[src/rtl/regfile_wb_sched_pkg.sv]
// Shared definitions for the register-file writeback scheduler.
// Holds the default geometry, the requester index map and the FSM state type.
package regfile_wb_sched_pkg;

  localparam int REG_WIDTH = 16;
  localparam int REG_DEPTH = 8;
  localparam int NREQ      = 3;

  // Requester slots on the req_* vectors
  localparam int ALU  = 0;
  localparam int LOAD = 1;
  localparam int LINK = 2;

  typedef enum logic [1:0] {
    ST_CLEAR = 2'd0,
    ST_RUN   = 2'd1,
    ST_DRAIN = 2'd2
  } state_t;

endpackage

[src/rtl/regfile_wb_sched_rr_arbiter.sv]
// Round-robin arbiter: picks the first asserted request starting one past
// the previously granted index, wrapping modulo N.
// Ports:
//   i_req   - request vector, one bit per requester
//   i_last  - index granted most recently
//   o_grant - one-hot grant (all zero when no request)
module rr_arbiter #(
  parameter  int N  = 3,
  localparam int IW = (N > 1) ? $clog2(N) : 1
) (
  input  logic [N-1:0]  i_req,
  input  logic [IW-1:0] i_last,
  output logic [N-1:0]  o_grant
);

  logic          w_found;
  logic [IW-1:0] w_idx;

  always_comb begin
    o_grant = '0;
    w_found = 1'b0;
    w_idx   = '0;
    for (int k = 1; k <= N; k++) begin
      w_idx = IW'((int'(i_last) + k) % N);
      if (!w_found && i_req[w_idx]) begin
        o_grant[w_idx] = 1'b1;
        w_found        = 1'b1;
      end
    end
  end

endmodule

[src/rtl/regfile_wb_sched.sv]
// Writeback scheduler for a small register file. Each requester (ALU, load,
// link) hands off one write into its own one-entry buffer; buffered writes are
// issued one per cycle on a registered write port, round-robin, except that
// writes to the same register always leave in acceptance order. A clear
// request drains the buffers and then zeroes every register.
// Ports:
//   clk, rst            - clock, synchronous active-high reset
//   req_valid/req_ready - per-requester handshake
//   req_sel/req_data    - per-requester destination register and data
//   clr_req             - pulse: clear the whole register file
//   wr_en/wr_sel/wr_data- registered register-file write port
//   busy                - high whenever not in RUN
//
// state    | meaning
// ---------+-------------------------------------------------------------
// ST_CLEAR | writing zero to registers 0..7, then one idle cycle
// ST_RUN   | accepting and issuing writes
// ST_DRAIN | clear pending: no new writes, issue what is buffered
module regfile_wb_sched #(
  parameter  int REG_WIDTH = regfile_wb_sched_pkg::REG_WIDTH,
  parameter  int REG_DEPTH = regfile_wb_sched_pkg::REG_DEPTH,
  parameter  int NREQ      = regfile_wb_sched_pkg::NREQ,
  localparam int SEL_W     = $clog2(REG_DEPTH)
) (
  input  logic                      clk,
  input  logic                      rst,
  input  logic [NREQ-1:0]           req_valid,
  output logic [NREQ-1:0]           req_ready,
  input  logic [NREQ*SEL_W-1:0]     req_sel,
  input  logic [NREQ*REG_WIDTH-1:0] req_data,
  input  logic                      clr_req,
  output logic                      wr_en,
  output logic [SEL_W-1:0]          wr_sel,
  output logic [REG_WIDTH-1:0]      wr_data,
  output logic                      busy
);

  import regfile_wb_sched_pkg::*;

  localparam int IW = (NREQ > 1) ? $clog2(NREQ) : 1;

  state_t                r_state, w_state_nxt;
  logic [SEL_W-1:0]      r_cnt;
  logic                  r_clr_last;
  logic [NREQ-1:0]       r_full;
  logic [SEL_W-1:0]      r_bsel  [NREQ];
  logic [REG_WIDTH-1:0]  r_bdata [NREQ];
  // r_older[i][j]: entry i was accepted strictly before entry j
  logic [NREQ-1:0]       r_older [NREQ];
  logic [IW-1:0]         r_last;
  logic                  r_wr_en;
  logic [SEL_W-1:0]      r_wr_sel;
  logic [REG_WIDTH-1:0]  r_wr_data;

  logic [NREQ-1:0]       w_elig, w_grant, w_ready, w_take;
  logic [IW-1:0]         w_gidx;
  logic [SEL_W-1:0]      w_gsel;
  logic [REG_WIDTH-1:0]  w_gdata;

  // A full buffer may only compete if no other full buffer targets the same
  // register while being older (or equally old with a lower index).
  always_comb begin
    w_elig = r_full;
    for (int i = 0; i < NREQ; i++) begin
      for (int j = 0; j < NREQ; j++) begin
        if (i != j && r_full[i] && r_full[j] && r_bsel[i] == r_bsel[j] &&
            (r_older[j][i] || (!r_older[i][j] && j < i)))
          w_elig[i] = 1'b0;
      end
    end
  end

  rr_arbiter #(.N(NREQ)) u_arb (
    .i_req   (w_elig),
    .i_last  (r_last),
    .o_grant (w_grant)
  );

  always_comb begin
    w_gidx  = '0;
    w_gsel  = '0;
    w_gdata = '0;
    for (int i = 0; i < NREQ; i++) begin
      if (w_grant[i]) begin
        w_gidx  = IW'(i);
        w_gsel  = r_bsel[i];
        w_gdata = r_bdata[i];
      end
    end
  end

  assign w_ready = {NREQ{r_state == ST_RUN}} & (~r_full | w_grant);
  assign w_take  = req_valid & w_ready;

  always_comb begin
    w_state_nxt = r_state;
    unique case (r_state)
      ST_CLEAR: if (r_clr_last) w_state_nxt = ST_RUN;
      ST_RUN:   if (clr_req) w_state_nxt = ST_DRAIN;
      // leave as soon as the last buffered write is being issued
      ST_DRAIN: if ((r_full & ~w_grant) == '0) w_state_nxt = ST_CLEAR;
      default:  w_state_nxt = ST_CLEAR;
    endcase
  end

  always_ff @(posedge clk) begin
    if (rst) begin
      r_state    <= ST_CLEAR;
      r_cnt      <= '0;
      r_clr_last <= 1'b0;
      r_full     <= '0;
      r_last     <= IW'(NREQ - 1);
      r_wr_en    <= 1'b0;
      r_wr_sel   <= '0;
      r_wr_data  <= '0;
    end else begin
      r_state <= w_state_nxt;
      r_full  <= (r_full & ~w_grant) | w_take;
      r_wr_en <= 1'b0;
      if (r_state == ST_CLEAR) begin
        // the idle cycle after the last zero-write keeps busy high while
        // that write is still on the port
        if (r_clr_last) begin
          r_clr_last <= 1'b0;
        end else begin
          r_wr_en    <= 1'b1;
          r_wr_sel   <= r_cnt;
          r_wr_data  <= '0;
          r_cnt      <= r_cnt + SEL_W'(1);
          r_clr_last <= (r_cnt == SEL_W'(REG_DEPTH - 1));
        end
      end else begin
        r_cnt <= '0;
        if (|w_grant) begin
          r_wr_en   <= 1'b1;
          r_wr_sel  <= w_gsel;
          r_wr_data <= w_gdata;
          r_last    <= w_gidx;
        end
      end
    end
  end

  // Buffer payload and relative age; only meaningful while the entries are full.
  always_ff @(posedge clk) begin
    for (int i = 0; i < NREQ; i++) begin
      if (w_take[i]) begin
        r_bsel[i]  <= req_sel[i*SEL_W +: SEL_W];
        r_bdata[i] <= req_data[i*REG_WIDTH +: REG_WIDTH];
      end
      for (int j = 0; j < NREQ; j++) begin
        if (w_take[i])
          r_older[i][j] <= 1'b0;
        else if (w_take[j])
          r_older[i][j] <= r_full[i] & ~w_grant[i];
      end
    end
  end

  assign req_ready = w_ready;
  assign wr_en     = r_wr_en;
  assign wr_sel    = r_wr_sel;
  assign wr_data   = r_wr_data;
  assign busy      = (r_state != ST_RUN);

endmodule

[config.mk]
export PLATFORM = sky130hd
export DESIGN_NAME = regfile_wb_sched
export DESIGN_NICKNAME = d
export VERILOG_FILES = /design/src/rtl/regfile_wb_sched_pkg.sv /design/src/rtl/regfile_wb_sched_rr_arbiter.sv /design/src/rtl/regfile_wb_sched.sv
export SDC_FILE = /design/constraint.sdc
export NUM_CORES = 1
export LEC_CHECK = 0
export CAP_MARGIN = 20
export CORE_ASPECT_RATIO = 1.4
export CORE_MARGIN = 2
export CORE_UTILIZATION = 48
export CTS_BUF_LIST = sky130_fd_sc_hd__clkbuf_8
export CTS_CLUSTER_SIZE = 40
export DETAILED_ROUTE_END_ITERATION = 16
export PLACE_DENSITY = 0.78
export SLEW_MARGIN = 10
export SYNTH_ARGS = -nofsm -noshare
export SYNTH_HDL_FRONTEND = slang
export SYNTH_SLANG_ARGS = --single-unit
export TNS_END_PERCENT = 20
[constraint.sdc]
create_clock -name clk -period 3.6 [get_ports clk]
set_input_delay 0.72 -clock clk [delete_from_list [all_inputs] [get_ports clk]]
set_output_delay 0.72 -clock clk [all_outputs]
set_load 0.05 [all_outputs]
==> summary.txt, run 1 <==
Outcome
  • Status: complete, no violations

Clock network
  • CTS Root Cell: clkbuf_8
  • Clk_lat worst skew: 360 ps
  • TritonCTS clock tree: yes
  • Num CTS Buffers: 9
  • Clock transition at the registers of the reported paths: 90 ps
  • H-tree levels: 3
  • CTS sink count: 94
  • Bufs on Longest Clock Path: 2

Floorplanning
  • Core area: 8977 µm²
  • Cell row count: 41
  • Die W: 85.03 µm
  • Die Area: 9985 µm²
  • Initial Utilization: 49.14%
  • Die height: 117.4 µm
  • IO Count: 87

Layout
  • Most frequent cells in the layout: 83 x clkdlybuf4s50_1, 63 x edfxtp_1, 31 x inv_1, 31 x dfxtp_1, 22 x nor2b_1
  • Post-layout util: 63.54%
  • Synthesis-to-finish area growth: 29.30%
  • Layout cells sized above 1: 16.45%
  • Number of fill cells in the layout: 668
  • Cell Count, Final, Fillers Out: 575
  • Most common cell after layout, fill and taps aside: clkdlybuf4s50_1
  • Ant diodes: 0
  • Final nets: 532

Global route
  • Vias in the first global route: 3573
  • Antenna violations before repair: 0
  • Pin count of the biggest net entering global routing: 27
  • Gr usage total: 22.99%
  • First-pass GRT wire length: 17600 µm
  • Global route total overflow: 0

Routing
  • Via count: 3461
  • Number of DRC markers in iteration 0: 177
  • # DRC: 0
  • Total Wirelength: 11330 µm
  • Via density: 6.019
  • Routed len/inst: 19.70 µm
  • DRT Pass-1 Iters: 5
  • Detail Route Antenna Nets: 0

Timing
  • Slew @ Worst Pin: 779.4 ps
  • Final hold vios: 0
  • Unrepaired setup endpoints after global routing: true
  • Pins Over Slew Limit: 0
  • F_max: 0.2794 GHz
  • Slew headroom: 48.04%
  • Setup TNS: 0 ps
  • Clock skew: 11.89 ps
  • Final Setup Violations: 0
  • Tcrit/Tclk final: 99.43%
  • Minimum clock period: 3579 ps

Synthesis
  • Synthesized instance count: 371
  • Post-Syn Area: 4412 µm²
  • Mean post-synth cell area: 11.89 µm²
  • Post-synthesis mux area share: 0.4538%
  • Main combinational cell family by area after synthesis: compound AO/OA/AOI/OAI gates
  • Compound-Gate Fraction of Synth Area: 20.22%
  • Warnings from Yosys: 0
  • Post-Synth Simple-Gate Area: 13.22%
  • Adder and majority gate portion of the synthesized area: 1.702%
  • Ys async rst share: 0%
  • Register area share after synthesis: 56.95%
  • EDFF count, synth: 63
  • Top FF cell, synth: edfxtp_1
  • Xor/xnor share of the synthesized area: 1.985%
  • Syn Nets: 440
  • Synth cell types: 55
  • Synth Register Bits: 94

Placement
  • I/O Buffers: 86
  • Post-placement cell count: 556
  • Gpl congestion: 0.8896
  • DPL Wire Length: 8181 µm

Power
  • Peak supply drop: 0.3187 mV
  • Leak pwr: 0.002044 µW
  • Pwr per Cell Area: 356.6 nW/µm²

Critical path
  • Arrival time worst endpoint: 2860 ps
  • CP Data Required Time: 2880 ps
  • Type of the worst setup path: register to primary output
  • Startpoint types: register
  • Critical Path Fanout Max: 6
  • Critical path endpoint category: primary output

Job
  • Maxcap violations: 0

Worst hold path
  • Worst Hold Class: register to register
-- report_power, final --
group,total [µW],switching (µW),internal (µW)
clock,684,351,333
combinational,188,87.8,99.9
sequential,1160,7.06,1160
total,2030,445,1590
-- cells in the mapped netlist, types with 3 or more instances --
cell type / number / area (µm²)
a211oi_1: 3 / 22.52
a21oi_1: 10 / 50.05
a31oi_1: 5 / 31.28
a32o_1: 20 / 200.2
and2_1: 3 / 18.77
buf_2: 6 / 30.03
buf_6: 3 / 33.78
clkbuf_1: 12 / 45.04
dfxtp_1: 31 / 620.6
edfxtp_1: 63 / 1892
ha_1: 6 / 75.07
inv_1: 29 / 108.9
nand2_1: 17 / 63.81
nand3_1: 3 / 15.01
nand4_1: 5 / 31.28
nor2_1: 11 / 41.29
nor2b_1: 23 / 143.9
nor3_1: 6 / 30.03
o21ai_0: 3 / 15.01
o221a_2: 3 / 33.78
o311ai_0: 11 / 96.34
o311ai_1: 8 / 70.07
o31ai_1: 19 / 142.6
or2_2: 17 / 106.4
or3_1: 5 / 31.28
xor2_1: 10 / 87.58
-- logic make-up after synthesis --
group,Yosys count
buffers and inverters,54
and+or+nand+nor,101
xor gates and xnor gates,10
adders and majority gates,6
DFF,94
AOI/OAI and AO/OA,104
muxes,2
-- repair_timing --
item | in CTS | in global routing
cloned | 0 | 1
setup buffers | 2 | 0
pin swaps | 1 | 0
hold buffers | 0 | 0
gates resized for setup | 6 | 6
setup endpoints to repair | 3 | 3
-- metal layers --
layer  GRT usage, %  routed length [µm]
met1          24.58                4082
met2          40.09                6076
met3          4.926                 534
met4          14.58                 636
met5              0                   0
-- worst paths after layout --
check	from	end	slack, ps	depth (start not counted)
worst max-delay path	r_bsel[0][4]$_DFFE_PP_	req_ready[0]	20	9
worst min-delay path	r_last[0]$_SDFFE_PP0P_	r_last[0]$_SDFFE_PP0P_	540	2
worst max register to register	r_bsel[0][8]$_DFFE_PP_	r_bsel[0][3]$_DFFE_PP_	210	9
worst min register to register	r_last[0]$_SDFFE_PP0P_	r_last[0]$_SDFFE_PP0P_	540	2
-- worst max-delay path, cell delays in order, from the launching register on --
cell and delay [ps]:
edfxtp_1 450, xor2_1 210, or3_4 430, o221a_4 300
a211o_1 300, a32o_2 280, nor3_4 170, and2_4 170
nor2_2 40, buf_6 150
-- flip-flops by register name, indices dropped and copies added (netlist names) --
signal and flops:
r_bdata 48, wr_en 1, wr_sel 3, wr_data 16, r_older 6, r_state 2
r_bsel 9, r_clr_last 1, r_cnt 3, r_full 3, r_last 2
-- metrics by stage --
| stage | area, µm² | power [µW] | hold WS (ps) | worst slack (ps) |
|---|---|---|---|---|
| after floorplan | 4414 | 1268 | 479.6 | -55.01 |
| after global placement | 5429 | 1369 | 502.2 | 272.7 |
| after detailed placement | 5429 | 1373 | 525.1 | 212.9 |
| after CTS | 5660 | 2043 | 536.1 | 18.25 |
| after global routing | 5704 | 2101 | 574.5 | -84.50 |
| final | 5704 | 2034 | 539.0 | 20.63 |
-- area by class of cell --
class	count	area (µm²)	area share, %
Clock buffer	10	137.6	2.413
Clock inverter	6	55.05	0.9651
Inverter	29	108.9	1.908
Multi-Input combinational cell	224	1732	30.36
Sequential cell	94	2512	44.04
Tap cell	107	133.9	2.347
Timing Repair Buffer	105	1025	17.96
Power figures use the tool's default switching activity.
==> inputs of run 2 (changes only) <==
--- a/config.mk
+++ b/config.mk
@@ -13,6 +13,7 @@
 export CTS_CLUSTER_SIZE = 40
 export DETAILED_ROUTE_END_ITERATION = 16
 export PLACE_DENSITY = 0.78
+export SKIP_LAST_GASP = 1
 export SLEW_MARGIN = 10
 export SYNTH_ARGS = -nofsm -noshare
 export SYNTH_HDL_FRONTEND = slang
==> run 2 against run 1 <==
Net effect:
- power up 0.38%
- count of clock-buffer cells in the layout unchanged
- combinational power up 2%
- critical path depth unchanged
- clock skew about the same
- first-iteration DRC count down 1.1%
- worst setup slack worse by 4.3 ps
- sequential power about the same
- clock power about the same
- critical endpoint is now req_ready[1]
==> summary.txt, run 2 (synthesis gave the netlist of run 1 again) <==
Power
  • Pwr per Cell Area: 353.9 nW/µm² (was 356.6 nW/µm²)
  • Leak pwr: 0.002072 µW (was 0.002044 µW)
  • Peak supply drop: 0.3181 mV (was 0.3187 mV)
  • Total chip power: 2042 µW (was 2034 µW)

Routing
  • Via count: 3522 (was 3461)
  • Via density: 6.072 (was 6.019)
  • Detail Route Antenna Nets: 0 (unchanged)
  • Number of DRC markers in iteration 0: 175 (was 177)
  • # DRC: 0 (unchanged)
  • DRT Pass-1 Iters: 5 (unchanged)
  • Total Wirelength: 11480 µm (was 11330 µm)
  • Routed len/inst: 19.80 µm (was 19.70 µm)

Critical path
  • Critical R2R Capture: wr_data[0]$_SDFFE_PP0P_ (was r_bsel[0][3]$_DFFE_PP_)
  • Startpoint types: register (unchanged)
  • CP Capture Point: req_ready[1] (was req_ready[0])
  • Setup crit start: r_bsel[0][4]$_DFFE_PP_ (unchanged)
  • CP Data Required Time: 2880 ps (about the same)
  • Critical Path Fanout Max: 7 (was 6)
  • Arrival time worst endpoint: 2860 ps (about the same)
  • Critical Path, Cell by Cell: xor2_2 > or3_4 > o221ai_4 > buf_4 > a31oi_1 > o211ai_1 > nor3_2 > a21oi_2 > buf_12 (was xor2_1 > or3_4 > o221a_4 > a211o_1 > a32o_2 > nor3_4 > and2_4 > nor2_2 > buf_6)
  • Critical path endpoint category: primary output (unchanged)
  • Reg-to-reg setup timing slack: 110 ps (was 210 ps)
  • Crit-path max cell delay: 470 ps (was 450 ps)
  • Worst R2R Start: r_last[0]$_SDFFE_PP0P_ (was r_bsel[0][8]$_DFFE_PP_)
  • Type of the worst setup path: register to primary output (unchanged)
  • Slowest CP cell: edfxtp_1 (unchanged)
  • Worst reg2reg path depth: 12 (was 9)

Floorplanning
  • IO Count: 87 (unchanged)
  • Initial Utilization: 49.14% (unchanged)
  • Die Area: 9985 µm² (unchanged)
  • Core area: 8977 µm² (unchanged)
  • Cell row count: 41 (unchanged)
  • Die W: 85.03 µm (unchanged)
  • Die height: 117.4 µm (unchanged)

Global route
  • Global route total overflow: 0 (unchanged)
  • Pin count of the biggest net entering global routing: 27 (unchanged)
  • Met2 usage: 40.19% (was 40.09%)
  • Vias in the first global route: 3569 (was 3573)
  • Met1 Use GR: 24.40% (was 24.58%)
  • Global routing's busiest layer: met2 (unchanged)
  • Antenna violations before repair: 0 (unchanged)
  • First-pass GRT wire length: 17530 µm (was 17600 µm)
  • GRT met3 Usage: 4.785% (was 4.926%)
  • Gr usage total: 22.93% (was 22.99%)

Layout
  • Most frequent cells in the layout: 83 x clkdlybuf4s50_1, 63 x edfxtp_1, 31 x inv_1, 31 x dfxtp_1, 24 x buf_4 (was 83 x clkdlybuf4s50_1, 63 x edfxtp_1, 31 x inv_1, 31 x dfxtp_1, 22 x nor2b_1)
  • Fin area: 5771 µm² (was 5704 µm²)
  • Layout cells sized above 1: 17.55% (was 16.45%)
  • Most flops, register: r_bdata (unchanged)
  • Synthesis-to-finish area growth: 30.80% (was 29.30%)
  • Final nets: 537 (was 532)
  • Ant diodes: 0 (unchanged)
  • Max FFs per register: 48 (unchanged)
  • Most common cell after layout, fill and taps aside: clkdlybuf4s50_1 (unchanged)

Worst hold path
  • Worst Hold Class: register to register (unchanged)

Placement
  • Pre-CTS WS: 212.9 ps (unchanged)
  • I/O Buffers: 86 (unchanged)
  • DPL Wire Length: 8181 µm (unchanged)
  • Gpl congestion: 0.8896 (unchanged)
  • Placed Area: 5429 µm² (unchanged)

Timing
  • Slew headroom: 48.48% (was 48.04%)
  • Final hold vios: 0 (unchanged)
  • Pins Over Slew Limit: 0 (unchanged)
  • Unrepaired setup endpoints after global routing: true (unchanged)
  • Final Setup Violations: 0 (unchanged)
  • F_max: 0.2790 GHz (was 0.2794 GHz)
  • Clock skew: 11.99 ps (was 11.89 ps)
  • PnR worst setup slack: 16.35 ps (was 20.63 ps)
  • Slew @ Worst Pin: 772.8 ps (was 779.4 ps)
  • Tcrit/Tclk final: 99.55% (was 99.43%)
  • Minimum clock period: 3584 ps (was 3579 ps)

Job
  • Maxcap violations: 0 (unchanged)

Clock network
  • CTS Hold Bufs: 0 (unchanged)
  • H-tree levels: 3 (unchanged)
  • Clock transition at the registers of the reported paths: 90 ps (about the same)
  • Clk_lat worst skew: 360 ps (about the same)
  • CTS sink count: 94 (unchanged)
  • Num CTS Buffers: 9 (unchanged)
  • Bufs on Longest Clock Path: 2 (unchanged)
  • CTS Root Cell: clkbuf_8 (unchanged)
  • TritonCTS clock tree: yes (unchanged)

Outcome
  • Status: complete, no violations (unchanged)
[run 2: critical path: cells and delay by family (launching register included)]
kind / cells / cell delay [ps]
xor gates and xnor gates: 1 / 220
buffers and inverters: 2 / 340
AOI/OAI and AO/OA: 4 / 960
DFF: 1 / 470
and+or+nand+nor: 2 / 510
[run 2: repair_timing]
action / CTS / global route
setup endpoints to repair: 3 / 19
gates cloned: 0 / 1
pin swaps: 0 / 5
gates resized for setup: 4 / 13
endpoints found under the hold margin: 0 / 0
buffers inserted: 2 / 5
[run 2: worst min-delay path by stage]
| stage | cells past startpoint | end | from |
|---|---|---|---|
| after floorplan | 1 | r_state[0]$_SDFFE_PP0P_ | r_state[1]$_SDFFE_PP0P_ |
| after global placement | 1 | r_state[0]$_SDFFE_PP0P_ | r_state[1]$_SDFFE_PP0P_ |
| after detailed placement | 1 | r_state[0]$_SDFFE_PP0P_ | r_state[1]$_SDFFE_PP0P_ |
| after CTS | 1 | r_state[0]$_SDFFE_PP0P_ | r_state[1]$_SDFFE_PP0P_ |
| after global routing | 1 | r_state[0]$_SDFFE_PP0P_ | r_state[1]$_SDFFE_PP0P_ |
| final | 2 | r_last[0]$_SDFFE_PP0P_ | r_last[0]$_SDFFE_PP0P_ |
[run 2: metrics by stage]
stage                     instances  setup TNS, ps  utilization [%]  hold slack, ps
after global placement          556              0            60.47           502.2
after floorplan                 371         -55.01                -           479.6
final                           580              0            64.28           539.4
after global routing            580         -161.0            64.28           574.6
after CTS                       574         -20.66            62.94           536.1
after detailed placement        556              0            60.47           525.1
[run 2: final cells by class]
cell class | count | area [µm²]
clock buffers | 10 | 137.6
clock inverters | 6 | 55.05
fillers | 656 | 3207
inverters | 29 | 108.9
multi-input cells | 224 | 1760
flip-flops and latches | 94 | 2512
well taps | 107 | 133.9
repair buffers | 110 | 1062
[run 2: power breakdown]
group / total (µW) / switching, µW / internal, µW
combinational: 192 / 92.1 / 99.5
clock: 687 / 354 / 333
sequential: 1160 / 7.14 / 1160
total: 2040 / 453 / 1590
[run 2: layer usage]
layer,wire [µm],up-vias,share of wire (%)
met4,694,0,6.0
met5,0,-,0
met1,4113,1697,36
met2,6129,161,53
met3,545,47,4.7
li1,-,1617,-
